==> src/rtl/dco_freq_meter.sv <==
// dco_freq_meter: counts rising edges of an asynchronous DCO output over a
// programmable gate window of ((gate_len+1) << GATE_SHIFT) clk cycles.
//   clk      - single clock, all state on its rising edge
//   rst_n    - asynchronous active-low reset
//   ena      - block enable, low forces IDLE and abandons a measurement
//   osc_in   - DCO output, asynchronous to clk, below clk/2
//   gate_len - gate length code, captured when a measurement starts
//   start    - level-sampled measurement request, honoured only in IDLE
//   ready    - consumer acknowledge of the held result
//   busy     - high while measuring
//   valid    - high while a result is held
//   count    - edges counted in the last completed window (saturating)
//   overflow - the edge counter saturated and at least one more edge arrived
module dco_freq_meter #(
  parameter int GATE_SHIFT = 4,
  parameter int COUNT_W    = 16
) (
  input  logic               clk,
  input  logic               rst_n,
  input  logic               ena,
  input  logic               osc_in,
  input  logic [7:0]         gate_len,
  input  logic               start,
  input  logic               ready,
  output logic               busy,
  output logic               valid,
  output logic [COUNT_W-1:0] count,
  output logic               overflow
);
  localparam int GW = 8 + GATE_SHIFT;
  typedef enum logic [1:0] {IDLE, MEASURE, HOLD} state_t;
  state_t             state, state_nx;
  logic               sync1, sync2, hist, osc_edge, sat, ovf_nx;
  logic [GW-1:0]      gate_cnt, gate_nx, gate_load;
  logic [COUNT_W-1:0] edge_cnt, edge_nx, count_nx;
  always_ff @(posedge clk or negedge rst_n)
    if (!rst_n) {sync1, sync2, hist} <= '0;
    else        {sync1, sync2, hist} <= {osc_in, sync1, sync2};
  assign osc_edge = sync2 & ~hist;
  assign sat      = &edge_cnt;
  // Computed one bit wider so gate_len=255 reaches 2^GW before the -1.
  assign gate_load = GW'((((GW+1)'(gate_len) + (GW+1)'(1)) << GATE_SHIFT) - (GW+1)'(1));
  always_comb begin
    state_nx = state;
    gate_nx  = gate_cnt;
    edge_nx  = edge_cnt;
    count_nx = count;
    ovf_nx   = overflow;
    if (!ena) state_nx = IDLE;
    else
      case (state)
        IDLE:
          if (start) begin
            state_nx = MEASURE;
            gate_nx  = gate_load;
            edge_nx  = '0;
            ovf_nx   = 1'b0;
          end
        MEASURE: begin
          edge_nx = edge_cnt + COUNT_W'(osc_edge & ~sat);
          ovf_nx  = overflow | (osc_edge & sat);
          gate_nx = gate_cnt - GW'(1);
          // The gate==0 cycle is the last of the window; its edge is included.
          if (gate_cnt == '0) begin
            state_nx = HOLD;
            gate_nx  = '0;
            count_nx = edge_nx;
          end
        end
        HOLD:    if (ready) state_nx = IDLE;
        default: state_nx = IDLE;
      endcase
  end
  always_ff @(posedge clk or negedge rst_n)
    if (!rst_n) begin
      state    <= IDLE;
      gate_cnt <= '0;
      edge_cnt <= '0;
      count    <= '0;
      overflow <= 1'b0;
    end else begin
      state    <= state_nx;
      gate_cnt <= gate_nx;
      edge_cnt <= edge_nx;
      count    <= count_nx;
      overflow <= ovf_nx;
    end
  assign busy  = (state == MEASURE);
  assign valid = (state == HOLD);
endmodule

==> config.mk <==
export PLATFORM = sky130hd
export DESIGN_NAME = dco_freq_meter
export DESIGN_NICKNAME = d
export VERILOG_FILES = /design/src/rtl/dco_freq_meter.sv
export SDC_FILE = /design/constraint.sdc
export NUM_CORES = 1
export LEC_CHECK = 0
export BUFFER_PORTS_ARGS = -buffer_cell sky130_fd_sc_hd__buf_2
export CORE_UTILIZATION = 27
export DETAILED_ROUTE_END_ITERATION = 8
export PLACE_DENSITY = 0.46
export SYNTH_ARGS = -nofsm -noshare
export SYNTH_HDL_FRONTEND = slang
export SYNTH_SLANG_ARGS = --single-unit
==> constraint.sdc <==
create_clock -name clk -period 3.8 [get_ports clk]
set_clock_uncertainty 0.1 [all_clocks]
set_input_delay 0.19 -clock clk [delete_from_list [all_inputs] [get_ports clk]]
set_output_delay 0.19 -clock clk [all_outputs]
set_load 0.005 [all_outputs]
==> results_dict.tcl, run 1 <==
set metrics [dict create \
    status "finished clean" \
    drc 0 \
    hp-class "in -> reg" \
    core_area_um2 10300 \
    grt_use_total_pct 12.3 \
    grt_pass1_vias 2228 \
    synth_area_um2 2860 \
    synthFlopType "dfrtp_1" \
    slowest_delay_ns 0.48 \
    timing.hold.ws_ns 0.0933 \
    path_cells "and4_1 -> nand4_1 -> nor3_1 -> nor3b_1 -> ha_1 -> ha_1 -> nand3_1 -> nor2_1 -> nand3_1 -> xor2_1 -> a21oi_2" \
    vdd_ir_drop_max_v 0.000134 \
    p_sw_share_pct 27.0 \
    min_period_over_period_pct 71.2 \
    synth_nets 326 \
    htree_levels 2 \
    synth_most_common_cell "dfrtp_1" \
    drt-initial-drc-count 60 \
    syn_to_final_growth_pct 13.4 \
    avgSynthCellArea_um2 9.34 \
    portBuffers 32 \
    synthCells 306 \
    worstPathMaxFanout 8 \
    gp_congestion 0.806 \
    pwr-share-seq_pct 53.4 \
    combPwrFrac_pct 12.1 \
    yosysSeqAreaShare_pct 43.8 \
    root_buffer "clkbuf_8" \
    diodes 0 \
    relSlewSlack_pct 60.9 \
    grt_remaining_overflow 0 \
    clock-sinks 50 \
    cts_tree "yes" \
    p_int_uw 804 \
    end_kind "flip-flop" \
    rows 37 \
    dr.pass1.iters 4 \
    final_core_util_pct 31.5 \
    cts-resized-gates 0 \
    wl_met1_um 3200 \
    start_util_pct 27.8 \
    via_per_inst 4.81 \
    num_vias 2275 \
    antenna_found_initial 0 \
    cap_violations 0 \
    clock_power_share_pct 34.5 \
    setup_viol 0 \
    ys_warn_count 0 \
    route.met2.wl_um 2940 \
    antenna_left 0 \
    fin_crit_ns 2.71 \
    routed.top_layer "met4" \
    synth_top_area_share_pct 43.8 \
    critical_path_buf_inv_count 0 \
    wl_um 6420 \
    synth_common_cells "dfrtp_1, o21ai_0, nand2_1" \
    die_h_um 105 \
    worst-setup-path-type "reg -> reg" \
    wl_per_cell_um 13.6 \
    dr_wl_met3_um 210 \
    die_width_um 105 \
    clk_pin_slew_ns 0.10 \
    final_nets 356 \
    rsz0062_at_grt "false" \
    clk_path_buf_depth 2 \
    startpoint_type "flip-flop" \
    cts-buffers-inserted 5 \
    grt_max_degree 31 \
    synth_edf_count 0 \
    worstMarginPinSlew_ns 0.586 \
    crit_family "simple AND/OR/NAND/NOR gates" \
    max_freq_mhz 370 \
    slew_violations 0 \
    post-cts-setup-buffers 0 \
    power.density_nw_per_um2 340 \
    cp.arrival_ns 2.79 \
    cp_slowest_cell "dfrtp_1" \
    clk_latency_ns 0.31 \
    cp_data_required_time_ns 3.89 \
    synth_cell_types 51 \
    dpl.hpwl_um 4570 \
    ioPinCount 33 \
    drive_above_1_share_pct 19.3 \
    async_flop_share_pct 100 \
    tns_ns 0 \
    p_leak_nw 1.43 \
    final-hold-violation-count 0 \
    ys_seq_elements 50 \
    dieArea_um2 11000 \
    synth_top_cell_by_area "dfrtp_1" \
    switching_power_uw 297 \
    ys_top_cells_by_area "dfrtp_1, o21ai_0, a21oi_2" \
    grt_pass1_wl_um 10800 \
]
## power groups by stage
stage / sequential, mW / combinational [mW] / clock (mW)
floorplan: 0.591 / 0.0847 / 0
global placement: 0.598 / 0.134 / 0
detailed placement: 0.597 / 0.134 / 0
CTS: 0.588 / 0.135 / 0.392
global route: 0.592 / 0.153 / 0.414
finish: 0.588 / 0.133 / 0.380
## layout make-up
class / count / area (um2)
fillers: 1102 / 7040
multi-input cells: 235 / 1480
flip-flops and latches: 50 / 1250
repair buffers: 36 / 195
well taps: 136 / 170
clock buffers: 6 / 72.6
clock inverters: 2 / 37.5
inverters: 8 / 30.0
## cells by family after synthesis
family                   share of synthesized area (%)
AO/OA/AOI/OAI                                     19.3
multiplexers                                      1.27
buffers and inverters                             4.29
XOR/XNOR                                          6.44
AND/OR/NAND/NOR                                   22.3
adder cells (fa/ha/maj)                           2.63
flip-flops                                        43.8
## placed cells by master (no fill, tap or decap), types with 4 or more instances in the layout
cell / n
dfrtp_1: 50
nor2_1: 29
a21oi_1: 11
nand4_1: 4
ha_1: 6
o31ai_1: 5
xnor2_1: 11
a21oi_2: 14
nor3_1: 7
clkbuf_8: 5
nand3_1: 14
nand2_1: 32
o21ai_0: 32
xor2_1: 10
inv_1: 8
and3_1: 5
buf_2: 32
nor2b_1: 6
## state kept, by name, summed over array words and instances (netlist names)
register  cells
count        16
edge_cnt     16
gate_cnt     12
hist          1
overflow      1
state         2
sync1         1
sync2         1
## what timing repair did
| item | CTS | global route |
|---|---|---|
| endpoints found under the hold margin | 25 | 0 |
| endpoints found under the setup margin | 0 | 0 |
| hold buffers | 2 | 0 |
## final timing paths
| check | from | endpoint | slack, ns | cells after the start |
|---|---|---|---|---|
| worst max-delay path | edge_cnt[6] | count[14] | 1.09 | 11 |
| worst min-delay path | ena | state[0] | 0.09 | 2 |
| worst max register to register | edge_cnt[6] | count[14] | 1.09 | 11 |
| worst min register to register | sync1 | sync2 | 0.26 | 0 |
| max in group asynchronous | rst_n | gate_cnt[0] | 2.51 | 3 |
| min in group asynchronous | rst_n | count[2] | 0.30 | 2 |
## per-stage QoR
stage,power (mW),instances,cell area (um2),setup WS [ns]
after floorplan,0.676,306,2860,1.38
after global placement,0.731,463,3110,1.18
after detailed placement,0.731,463,3110,1.07
after CTS,1.12,473,3240,1.06
after global routing,1.16,473,3240,0.817
final,1.10,473,3240,1.09
## per-layer routing
metal / vias up / global-route usage, %
met2: 43 / 20.5
met1: 1088 / 16.3
met3: 6 / 2.68
met5: - / 0
li1: 1138 / -
met4: 0 / 2.82
Power figures use the tool's default switching activity.
==> inputs of run 2 (changes only) <==
--- a/config.mk
+++ b/config.mk
@@ -5,6 +5,7 @@
 export SDC_FILE = /design/constraint.sdc
 export NUM_CORES = 1
 export LEC_CHECK = 0
+export ABC_AREA = 1
 export BUFFER_PORTS_ARGS = -buffer_cell sky130_fd_sc_hd__buf_2
 export CORE_UTILIZATION = 27
 export DETAILED_ROUTE_END_ITERATION = 8
==> constraint.sdc (replaced) <==
create_clock -name clk -period 2.6 [get_ports clk]
set_clock_uncertainty 0.1 [all_clocks]
set_input_delay 0.13 -clock clk [delete_from_list [all_inputs] [get_ports clk]]
set_output_delay 0.13 -clock clk [all_outputs]
set_load 0.005 [all_outputs]
==> run 2 against run 1 <==
  * Count of clock-buffer cells in the layout did not move
  * Via count rose by 11%
  * Critical path depth up 2
==> results_dict.tcl, run 2 <==
set metrics [dict create \
    status "finished clean" \
    max_freq_mhz 421 \
    ys_warn_count 0 \
    synthFlopType "dfrtp_1" \
    p_total_mw 1.98 \
    root_buffer "clkbuf_8" \
    grt_use_total_pct 12.7 \
    diodes 0 \
    cts_tree "yes" \
    wl_per_cell_um 11.9 \
    ys_seq_elements 50 \
    antenna_found_initial 0 \
    num_vias 2521 \
    vdd_ir_drop_max_v 0.000232 \
    drive_above_1_share_pct 16.4 \
    start_util_pct 28.2 \
    final-hold-violation-count 0 \
    dpl.hpwl_um 4820 \
    cts-buffers-inserted 5 \
    end_kind "flip-flop" \
    worst-setup-path-type "reg -> reg" \
    ioPinCount 33 \
    timing.hold.ws_ns 0.0348 \
    dpl.cell_count 551 \
    worstMarginPinSlew_ns 0.670 \
    cap_violations 0 \
    clock_power_share_pct 28.7 \
    whs_path_depth 3 \
    relSlewSlack_pct 55.3 \
    antenna_left 0 \
    slew_violations 0 \
    worst_r2r_path_depth 13 \
    final_common_cell "nand2_1" \
    final_core_util_pct 32.8 \
    synth_edf_count 0 \
    avgSynthCellArea_um2 7.63 \
    post-cts-setup-buffers 0 \
    rsz0062_at_grt "false" \
    core_area_um2 10500 \
    synth_common_cells "nand2_1, inv_1, dfrtp_1" \
    cp_data_required_time_ns 2.75 \
    drc 0 \
    p_leak_nw 1.75 \
    worstPathMaxFanout 4 \
    dr.pass1.iters 4 \
    combPwrFrac_pct 23.1 \
    pwr-share-seq_pct 48.2 \
    r2r_slack_ns 0.22 \
    setup_viol 0 \
    ys_top_cells_by_area "dfrtp_1, nand2_1, inv_1" \
    largest_registers "count x16, edge_cnt x16, gate_cnt x12" \
    p_sw_share_pct 33.3 \
    clk_pin_slew_ns 0.10 \
    via_per_inst 4.47 \
    synth_cell_types 33 \
    grt_remaining_overflow 0 \
    gp_congestion 0.815 \
    fin_crit_ns 2.38 \
    startpoint_type "flip-flop" \
    die_h_um 106 \
    synth_most_common_cell "nand2_1" \
    clk_path_buf_depth 2 \
    synth_top_area_share_pct 42.5 \
    htree_levels 2 \
    drt-initial-drc-count 76 \
    portBuffers 32 \
    synth_nets 406 \
    synth_area_um2 2950 \
    p_int_mw 1.32 \
    yosysSeqAreaShare_pct 42.5 \
    die_width_um 106 \
    dieArea_um2 11300 \
    grt_pass1_vias 2351 \
    final_cell_mix "nand2_1, inv_1, dfrtp_1" \
    cp.arrival_ns 2.53 \
    switching_power_uw 660 \
    hp-class "in -> reg" \
    min_period_over_period_pct 91.4 \
    syn_to_final_growth_pct 16.5 \
    power.density_nw_per_um2 578 \
    grt_pass1_wl_um 11400 \
    tns_ns 0 \
    async_flop_share_pct 100 \
    wl_um 6680 \
    synth_top_cell_by_area "dfrtp_1" \
    rows 37 \
    final_nets 447 \
    clk_latency_ns 0.31 \
    clock-sinks 50 \
    grt_max_degree 51 \
    synthCells 386 \
    fin_cells 564 \
]
[run 2: logic make-up (layout without fill, tap and decap cells)]
group           count (synthesis)  count (layout)  share of synthesized area, %
compound gates                 52              52                          10.5
xor+xnor                       19              19                          5.65
fa+ha+maj                       6               6                          2.55
buf+inv                        68             110                          9.51
flops                          50              50                          42.5
simple gates                  191             191                          29.3
[run 2: worst paths after layout]
path,to,start
worst max-delay path,count[9],edge_cnt[8]
min in group asynchronous,count[6],rst_n
worst min register to register,sync2,sync1
max in group asynchronous,edge_cnt[1],rst_n
worst max register to register,count[9],edge_cnt[8]
worst min-delay path,gate_cnt[4],gate_len[0]
[run 2: what timing repair did]
item | in CTS | in global routing
setup endpoints to repair | 0 | 13
gates resized for setup | 0 | 3
hold buffers | 5 | 0
endpoints found under the hold margin | 52 | 0
[run 2: worst max-delay path: stages, from the launching register on]
cell,delay [ns]
dfrtp_1,0.42
nand2_1,0.12
inv_1,0.06
nand3_1,0.14
nor4_2,0.08
nor2_1,0.14
ha_1,0.19
nand3_2,0.11
nor2_1,0.18
nand2_1,0.14
nor3_1,0.25
xor2_1,0.23
nand2_1,0.09
nand2_1,0.07
[run 2: layer usage]
metal	GRT usage (%)	share of wire, %	vias up
li1	-	-	1310
met1	17.7	53	1162
met2	20.0	43	45
met3	2.39	3.2	4
met4	3.52	0.99	0
met5	0	0	-
[run 2: stage by stage]
stage	worst slack (ns)	area [um2]
global route	0.0213	3430
floorplan	0.454	2950
finish	0.224	3430
CTS	0.165	3420
global placement	0.283	3260
detailed placement	0.177	3260
[run 2: cell type report]
class / instances / area (um2)
Clock buffer: 6 / 72.6
Clock inverter: 2 / 37.5
Sequential cell: 50 / 1250
Timing Repair Buffer: 40 / 233
Inverter: 62 / 240
Fill cell: 1140 / 7030
Multi-Input combinational cell: 268 / 1430
Tap cell: 136 / 170
[run 2: power groups by stage]
stage	Combinational, mW	Clock, mW	Sequential [mW]
after global routing	0.529	0.623	0.973
after CTS	0.463	0.596	0.956
after floorplan	0.325	0	0.949
final	0.458	0.570	0.955
after global placement	0.447	0	0.970
after detailed placement	0.454	0	0.971
==> inputs of run 3 (changes only) <==
==> constraint.sdc (replaced) <==
create_clock -name clk -period 3 [get_ports clk]
set_clock_uncertainty 0.1 [all_clocks]
set_input_delay 0.15 -clock clk [delete_from_list [all_inputs] [get_ports clk]]
set_output_delay 0.15 -clock clk [all_outputs]
set_load 0.005 [all_outputs]
==> run 3 against run 2 <==
  * Worst hold slack worse by 0.031 ns
  * Count of clock-buffer cells in the layout unchanged
  * Register-to-register slack better by 0.34 ns
  * Critical path depth up 1
  * Total power down 19%
  * Fmax down 2.4%
  * Worst setup slack better by 0.34 ns
  * Non-clock buffer count down 4
  * Clock power down 31%
  * Global-route usage down 0.12 points
  * Critical path type unchanged
  * Combinational power down 15%
  * Sequential share of layout area up 0.88 points
==> results_dict.tcl, run 3 (synthesized netlist as in run 2, its figures left out) <==
set metrics [dict create \
    setup_viol 0 \
    tns_ns 0 \
    antenna_found_initial 0 \
    wl_um 6590 \
    drt-initial-drc-count 107 \
    drive_above_1_share_pct 15.4 \
    grt_use_total_pct 12.6 \
    min_period_over_period_pct 81.2 \
    gp_congestion 0.810 \
    drc 0 \
    hp-class "in -> reg" \
    grt_pass1_wl_um 11500 \
    fin_cells 559 \
    wl_per_cell_um 11.8 \
    grt_pass1_vias 2410 \
    cts-buffers-inserted 5 \
    cts-resized-gates 0 \
    final-hold-violation-count 0 \
    dpl.cell_count 550 \
    slew_violations 0 \
    ioPinCount 33 \
    dr.pass1.iters 4 \
    num_vias 2511 \
    diodes 0 \
    clk_latency_ns 0.30 \
    p_total_mw 1.61 \
    portBuffers 32 \
    grt_max_degree 31 \
    cap_violations 0 \
    path_cells "nand2_1 -> nor2_1 -> nand4_1 -> nor4_1 -> nor2_1 -> ha_1 -> ha_1 -> inv_1 -> nor3_4 -> nand2_1 -> nor3_2 -> xor2_1 -> nand2_1 -> nand2_1" \
    crit_family "simple AND/OR/NAND/NOR gates" \
    final_common_cell "nand2_1" \
    final_nets 443 \
    dp_slack_ns 0.549 \
    slowest_delay_ns 0.42 \
    clk_path_buf_depth 2 \
    cp.arrival_ns 2.54 \
    die_h_um 106 \
    core_area_um2 10500 \
    start_util_pct 28.2 \
    clk_pin_slew_ns 0.09 \
    worst-setup-path-type "reg -> reg" \
    post-cts-setup-buffers 0 \
    worstPathMaxFanout 4 \
    num-fill-cells 1162 \
    dpl.hpwl_um 4940 \
    cp_common_cell "nand2_1" \
    status "finished clean" \
    relSlewSlack_pct 53.2 \
    fin_crit_ns 2.44 \
    max_freq_mhz 411 \
    rows 37 \
    cts_tree "yes" \
    p_leak_nw 1.71 \
    dieArea_um2 11300 \
    root_buffer "clkbuf_8" \
    grt_remaining_overflow 0 \
    hold_buffers 2 \
    worstMarginPinSlew_ns 0.702 \
    syn_to_final_growth_pct 13.8 \
    cp_slowest_cell "dfrtp_1" \
    worst_slack_ns 0.565 \
    largest_registers "count x16, edge_cnt x16, gate_cnt x12" \
    die_width_um 106 \
    power.density_nw_per_um2 481 \
    rsz0062_at_grt "false" \
    final_cell_mix "nand2_1, inv_1, dfrtp_1" \
    via_per_inst 4.49 \
    htree_levels 2 \
    clock-sinks 50 \
    critical_path_buf_inv_count 1 \
    startpoint_type "flip-flop" \
    cp_data_required_time_ns 3.11 \
    vdd_ir_drop_max_v 0.000225 \
    antenna_left 0 \
    end_kind "flip-flop" \
]
## run 3: worst paths after layout
kind,slack [ns],from,depth (start not counted),end
hold / removal,0.003,ready,4,state[1]
setup / recovery,0.56,edge_cnt[2],14,count[14]
max in group asynchronous,1.72,rst_n,3,gate_cnt[10]
min in group asynchronous,0.32,rst_n,2,count[5]
hold reg to reg,0.26,sync1,0,sync2
setup reg to reg,0.56,edge_cnt[2],14,count[14]
## run 3: metrics by stage
| stage | cell area (um2) | utilization (%) | hold slack, ns |
|---|---|---|---|
| 2_1_floorplan | 2950 | - | -0.246 |
| 3_3_place_gp | 3250 | 31.1 | 0.143 |
| 3_5_place_dp | 3250 | 31.1 | 0.141 |
| 4_1_cts | 3350 | 32.0 | 0.00157 |
| 5_1_grt | 3350 | 32.0 | 0.0312 |
| 6_report | 3350 | 32.0 | 0.00338 |
## run 3: routing by layer
metal | wire length [um] | share of wire [%] | vias to the layer above | GRT usage, %
li1 | - | - | 1297 | -
met1 | 3530 | 54 | 1150 | 18.1
met2 | 2690 | 41 | 56 | 19.2
met3 | 272 | 4.1 | 8 | 1.96
met4 | 97 | 1.5 | 0 | 4.01
met5 | 0 | 0 | - | 0
## run 3: layout make-up
| class | instances | area, um2 | area share [%] |
|---|---|---|---|
| timing repair buffer | 36 | 195 | 5.82 |
| multi-input combinational | 268 | 1420 | 42.2 |
| inverter | 62 | 240 | 7.17 |
| sequential | 50 | 1250 | 37.3 |
| clock inverter | 1 | 7.51 | 0.224 |
| tap | 136 | 170 | 5.08 |
| clock buffer | 6 | 72.6 | 2.16 |
## run 3: worst min-delay path, cell delays in order
cell	delay, ns
buf_2	0.07
inv_1	0.04
nand3_1	0.07
nand2_1	0.05
## run 3: power by group
part           internal, mW  total (mW)  switching [mW]  leakage [nW]
Combinational         0.142       0.390           0.248          1.04
Sequential            0.749       0.828          0.0789         0.633
Clock                 0.161       0.394           0.233        0.0373
